`src/rtl/priority_request_scheduler_if.sv`:
```
// Handshake and status bundle between the request scheduler and its consumer.
// The consumer side uses master; the scheduler uses slave.
interface priority_request_scheduler_if #(
   parameter int unsigned WIDTH = 16,
   parameter int unsigned CNT_W = 8
);
   logic             ena;
   logic [WIDTH-1:0] req_in;
   logic             idx_ready;
   logic             idx_valid;
   logic [7:0]       idx_out;
   logic [WIDTH-1:0] pending;
   logic [CNT_W-1:0] coll_cnt;

   modport master (
      output ena, req_in, idx_ready,
      input  idx_valid, idx_out, pending, coll_cnt
   );

   modport slave (
      input  ena, req_in, idx_ready,
      output idx_valid, idx_out, pending, coll_cnt
   );
endinterface

```
`src/rtl/priority_request_scheduler.sv`:
```
// Sticky request collector: latches request pulses and issues the highest
// pending index through a valid/ready handshake, one index per cycle.
module priority_request_scheduler #(
   parameter int unsigned WIDTH     = 16,
   parameter int unsigned CNT_W     = 8,
   parameter logic [7:0]  NONE_CODE = 8'hF0
) (
   input logic                          clk,
   input logic                          rst_n,
   priority_request_scheduler_if.slave  bus
);
   localparam int unsigned IDX_W = $clog2(WIDTH);
   localparam logic [CNT_W-1:0] CNT_MAX = '1;

   typedef enum logic {S_IDLE = 1'b0, S_OFFER = 1'b1} state_t;

   state_t           r_state;
   logic [7:0]       r_idx;
   logic [WIDTH-1:0] r_pending;
   logic [CNT_W-1:0] r_coll;

   state_t           w_state_nxt;
   logic [7:0]       w_idx_nxt;
   logic [WIDTH-1:0] w_pending_nxt;
   logic [CNT_W-1:0] w_coll_nxt;
   logic [IDX_W-1:0] w_sel;
   logic             w_pend_nz;
   logic             w_xfer;
   logic             w_load;
   logic             w_coll;
   logic [WIDTH-1:0] w_mask;

   // Highest set bit of the registered pending vector wins
   always_comb begin
      w_sel = '0;
      for (int i = 0; i < WIDTH; i++) begin
         if (r_pending[i]) w_sel = IDX_W'(i);
      end
   end

   assign w_pend_nz = |r_pending;
   assign w_xfer    = bus.ena & (r_state == S_OFFER) & bus.idx_ready;

   always_comb begin
      w_state_nxt = r_state;
      w_idx_nxt   = r_idx;
      w_load      = 1'b0;
      if (bus.ena) begin
         case (r_state)
            S_IDLE: begin
               if (w_pend_nz) begin
                  w_state_nxt = S_OFFER;
                  w_idx_nxt   = 8'(w_sel);
                  w_load      = 1'b1;
               end
            end
            S_OFFER: begin
               if (w_xfer) begin
                  if (w_pend_nz) begin
                     w_idx_nxt = 8'(w_sel);
                     w_load    = 1'b1;
                  end else begin
                     w_state_nxt = S_IDLE;
                     w_idx_nxt   = NONE_CODE;
                  end
               end
            end
            default: ;
         endcase
      end
   end

   // A request landing on the bit being issued re-arms it rather than colliding
   always_comb begin
      w_mask        = w_load ? (WIDTH'(1) << w_sel) : '0;
      w_coll        = |(bus.req_in & r_pending & ~w_mask);
      w_pending_nxt = bus.ena ? ((r_pending & ~w_mask) | bus.req_in) : r_pending;
      w_coll_nxt    = (bus.ena && w_coll && (r_coll != CNT_MAX)) ? r_coll + CNT_W'(1) : r_coll;
   end

   always_ff @(posedge clk) begin
      if (!rst_n) begin
         r_state   <= S_IDLE;
         r_idx     <= NONE_CODE;
         r_pending <= '0;
         r_coll    <= '0;
      end else begin
         r_state   <= w_state_nxt;
         r_idx     <= w_idx_nxt;
         r_pending <= w_pending_nxt;
         r_coll    <= w_coll_nxt;
      end
   end

   assign bus.idx_valid = (r_state == S_OFFER) & bus.ena;
   assign bus.idx_out   = (r_state == S_OFFER) ? r_idx : NONE_CODE;
   assign bus.pending   = r_pending;
   assign bus.coll_cnt  = r_coll;
endmodule

```
`src/flat_wrapper.sv`:
```
// flat-port wrapper written by rule: the top's interface ports become plain ports
module priority_request_scheduler_flat 
#(
   parameter int unsigned WIDTH     = 16,
   parameter int unsigned CNT_W     = 8,
   parameter logic [7:0]  NONE_CODE = 8'hF0
)
  (clk, rst_n, bus_ena, bus_req_in, bus_idx_ready, bus_idx_valid, bus_idx_out, bus_pending, bus_coll_cnt);
  priority_request_scheduler_if #(.WIDTH(WIDTH), .CNT_W(CNT_W)) bus_i ();
  input logic clk;
  input logic rst_n;
  input wire logic [$bits(bus_i.ena)-1:0] bus_ena;
  input wire logic [$bits(bus_i.req_in)-1:0] bus_req_in;
  input wire logic [$bits(bus_i.idx_ready)-1:0] bus_idx_ready;
  output wire logic [$bits(bus_i.idx_valid)-1:0] bus_idx_valid;
  output wire logic [$bits(bus_i.idx_out)-1:0] bus_idx_out;
  output wire logic [$bits(bus_i.pending)-1:0] bus_pending;
  output wire logic [$bits(bus_i.coll_cnt)-1:0] bus_coll_cnt;
  assign bus_i.ena = bus_ena;
  assign bus_i.req_in = bus_req_in;
  assign bus_i.idx_ready = bus_idx_ready;
  assign bus_idx_valid = bus_i.idx_valid;
  assign bus_idx_out = bus_i.idx_out;
  assign bus_pending = bus_i.pending;
  assign bus_coll_cnt = bus_i.coll_cnt;
  priority_request_scheduler #(.WIDTH(WIDTH), .CNT_W(CNT_W), .NONE_CODE(NONE_CODE)) u_core (.clk(clk), .rst_n(rst_n), .bus(bus_i));
endmodule
```
`config.mk`:
```
export PLATFORM = sky130hd
export DESIGN_NAME = priority_request_scheduler_flat
export DESIGN_NICKNAME = d
export VERILOG_FILES = /design/src/rtl/priority_request_scheduler_if.sv /design/src/rtl/priority_request_scheduler.sv /design/src/flat_wrapper.sv
export SDC_FILE = /design/constraint.sdc
export NUM_CORES = 1
export LEC_CHECK = 0
export CAP_MARGIN = 20
export CELL_PAD_IN_SITES_DETAIL_PLACEMENT = 2
export CELL_PAD_IN_SITES_GLOBAL_PLACEMENT = 2
export CORE_MARGIN = 1
export CORE_UTILIZATION = 26
export DETAILED_ROUTE_END_ITERATION = 10
export PLACE_DENSITY_LB_ADDON = 0.25
export SLEW_MARGIN = 25
export SYNTH_ARGS = -nofsm -noshare
export SYNTH_HDL_FRONTEND = slang
export SYNTH_SLANG_ARGS = --single-unit
```
`constraint.sdc`:
```
create_clock -name clk -period 2.8 [get_ports clk]
set_input_delay 0.56 -clock clk [delete_from_list [all_inputs] [get_ports clk]]
set_output_delay 0.56 -clock clk [all_outputs]
set_load 0.03 [all_outputs]
```
==> summary.txt <==
Global routing
  – First-pass GRT wire length: 11400 µm
  – Initial antenna violation count: 0
  – Largest net degree at the start of global routing: 30
  – Grt ovf: 0
  – Vias in the first global route: 2162
  – Tot GR Track Use: 0.203

Clocking
  – Clk buf depth: 2
  – CTS tree: yes
  – Reg clk slew, reported paths: ~0.07 ns
  – H-tree depth: 2
  – Clock sinks: 30
  – Root buf cell: clkbuf_8
  – Post-CTS Setup Bufs: 0
  – Latest clock arrival within the worst-skew pair: 0.29 ns
  – Total CTS buffers: 5

STA
  – FMAX: approximately 380 MHz
  – Period minus WS final: ~2.7 ns
  – Period utilization: 0.947
  – Final worst slack: 0.147 ns
  – Fin. Hold Viols: 0
  – Count of pins over their slew limit: 0
  – Unrepaired setup endpoints after global routing: no
  – Final Skew: 0.00833 ns
  – # setup viols final: 0
  – Relative slew margins: 0.348
  – Least-Margin Pin Slew: 0.978 ns

Floorplanning
  – Die Area: between 0.007 and 0.008 mm²
  – Height of the die: 85.1 µm
  – Num ports: 53
  – Core area: 0.00649 mm²
  – Die W: ~85 µm
  – Num rows: 29
  – Starting density of the core: 0.276

Yosys
  – Ys async rst share: 0
  – Count of state elements after synthesis: 30
  – Yosys cell types: 53
  – Synthesized area: 0.00179 mm²
  – Post-synthesis sequential area ratio: 0.335
  – Top_reg_cell synth: dfxtp_1
  – Number of synthesized flops with an enable pin: 0
  – Post-Syn Area per Cell: 7.35 µm²
  – Synth warn: 0
  – Mapped Nets: ~270
  – Cells after Synth: 244

Finish
  – Antenna Cells: 0
  – # fillers: 763
  – Most frequent cells in the layout: clkdlybuf4s50_1 (51), nand2_1 (41), a21oi_1 (35), dfxtp_1 (28), buf_4 (21)
  – Final Net Count: 332
  – Final Non-Filler Cells: 388
  – Layout cells sized above 1: 0.161
  – Layout area overhead: 45.7%
  – Most common cell after layout, fill and taps aside: clkdlybuf4s50_1

Run status
  – Status: finished clean

Setup path
  – CP max FO: 13
  – Crit path DAT: 2.87 ns
  – R2R Path End: u_core.bus.coll_cnt[7]
  – R2R setup slack: 0.15 ns
  – Crit Reg-Reg Startpoint: u_core.bus.pending[10]
  – Crit start category: flip-flop
  – CP Capture Type: flip-flop
  – Critical path class: reg -> reg
  – Reg2Reg Depth: 10
  – Req. time, crit path: 3.01 ns

Pwr
  – Total leakage power: 1.00 nW
  – Power per cell area: 490 mW/mm²
  – Max IR drop VDD: roughly 0.00023 V

Routing
  – Drt total wl: 6900 µm
  – Antenna Violating Nets Remaining: 0
  – Avg WL per Cell: 17.8 µm
  – Drt via density: ~5.3
  – DR DRC count: 0
  – Iter 0 DRT Violations: slightly above 70
  – Via count: 2064
  – First-pass detailed-route iteration total: 4

Worst hold path
  – Hold depth: 2
  – Type of the tightest min-delay check: reg -> reg
  – Hold EP: u_core.r_idx[0]
  – Hold Path Origin: u_core.r_idx[0]

Place
  – Place WS: -0.186 ns
  – Placer congestion estimate: 0.873
  – Port Buffers: 52
  – Post-Place Cells: 381
  – DP HPWL: ~5300 µm

Flow run
  – Max-cap viol count: 0
## synth_stat cells, types with 3 or more instances
master	n	area, µm²
o22ai_1	4	25.0
inv_1	8	30.0
nand2_1	41	154
clkbuf_1	5	18.8
o21ai_0	15	75.1
a31oi_1	3	18.8
nor2_1	16	60.1
and2_1	7	43.8
nand2b_1	4	25.0
a21oi_1	35	175
buf_4	3	22.5
a22oi_1	4	30.0
o21ai_1	8	40.0
nand3_1	6	30.0
dfxtp_1	30	601
or3_1	7	43.8
or2_2	3	18.8
## per-stage QoR
step	area, µm²	hold WS (ns)	util	total power, mW	setup TNS (ns)
6_report	2620	0.463	0.403	1.28	0
4_1_cts	2590	0.468	0.398	1.28	0
2_1_floorplan	1790	0.427	-	0.735	0
3_5_place_dp	2500	0.458	0.385	0.928	-1.15
5_1_grt	2620	0.497	0.403	1.35	0
3_3_place_gp	2500	0.443	0.385	0.919	-0.460
## worst max-delay path by stage
stage          slack (ns)                     end                   start
4_1_cts              0.01  u_core.bus.coll_cnt[7]   u_core.bus.pending[2]
2_1_floorplan        0.39  u_core.bus.coll_cnt[0]  u_core.bus.pending[15]
6_report             0.15  u_core.bus.coll_cnt[7]  u_core.bus.pending[10]
3_3_place_gp         -0.1  u_core.bus.coll_cnt[0]           bus_idx_ready
5_1_grt             0.006  u_core.bus.coll_cnt[7]   u_core.bus.pending[9]
3_5_place_dp        -0.19  u_core.bus.coll_cnt[0]           bus_idx_ready
## cells by family (layout without fill, tap and decap cells)
| kind of cell | after synthesis | after routing | share of synthesized area |
|---|---|---|---|
| XOR/XNOR | 1 | 1 | 0.00488 |
| buffers and inverters | 22 | 89 | 0.0621 |
| AND/OR/NAND/NOR | 104 | 104 | 0.302 |
| adder cells (fa/ha/maj) | 1 | 1 | 0.00697 |
| flip-flops | 30 | 30 | 0.335 |
| AO/OA/AOI/OAI | 86 | 86 | 0.289 |
## power breakdown
part           leakage, nW  internal (mW)  total, mW  switching (mW)
combinational        0.712          0.191      0.434           0.242
sequential           0.248          0.456      0.497          0.0409
clock               0.0438          0.167      0.351           0.184
total                 1.00          0.815       1.28           0.467
## critical path: stages, from the launching register on
cell      delay, ns
dfxtp_1        0.39
nor2_1         0.28
o311ai_2       0.23
and2_1         0.23
o2111a_1       0.23
o21ai_1        0.16
nand4b_1       0.18
o21ai_2        0.10
buf_12         0.15
or4_1          0.49
a21oi_1        0.15
## registers in the layout (all words and copies together), names as in the netlist
register             flops
u_core.bus.pending      16
u_core.r_state           1
u_core.bus.coll_cnt      8
u_core.r_idx             5
## per-layer routing
layer	GRT usage	wire (µm)
met5	0	0
met4	0.0555	85
met3	0.0302	178
met2	0.338	3260
met1	0.272	3380
## area by class of cell
type	count	area [µm²]	area share
clock buffer	5	68.8	0.0263
timing repair buffer	73	688	0.263
tap	77	96.3	0.0368
inverter	9	33.8	0.0129
sequential	30	603	0.231
multi-input combinational	192	1110	0.426
clock inverter	2	10.0	0.00383
## repair_timing
item / in CTS / in global routing
resized for setup: 1 / 8
hold buffers: 0 / 0
setup endpoints to repair: 1 / 7
endpoints found under the hold margin: 0 / 0
cloned: 0 / 0
No activity file was read; power rests on OpenSTA's default activity.
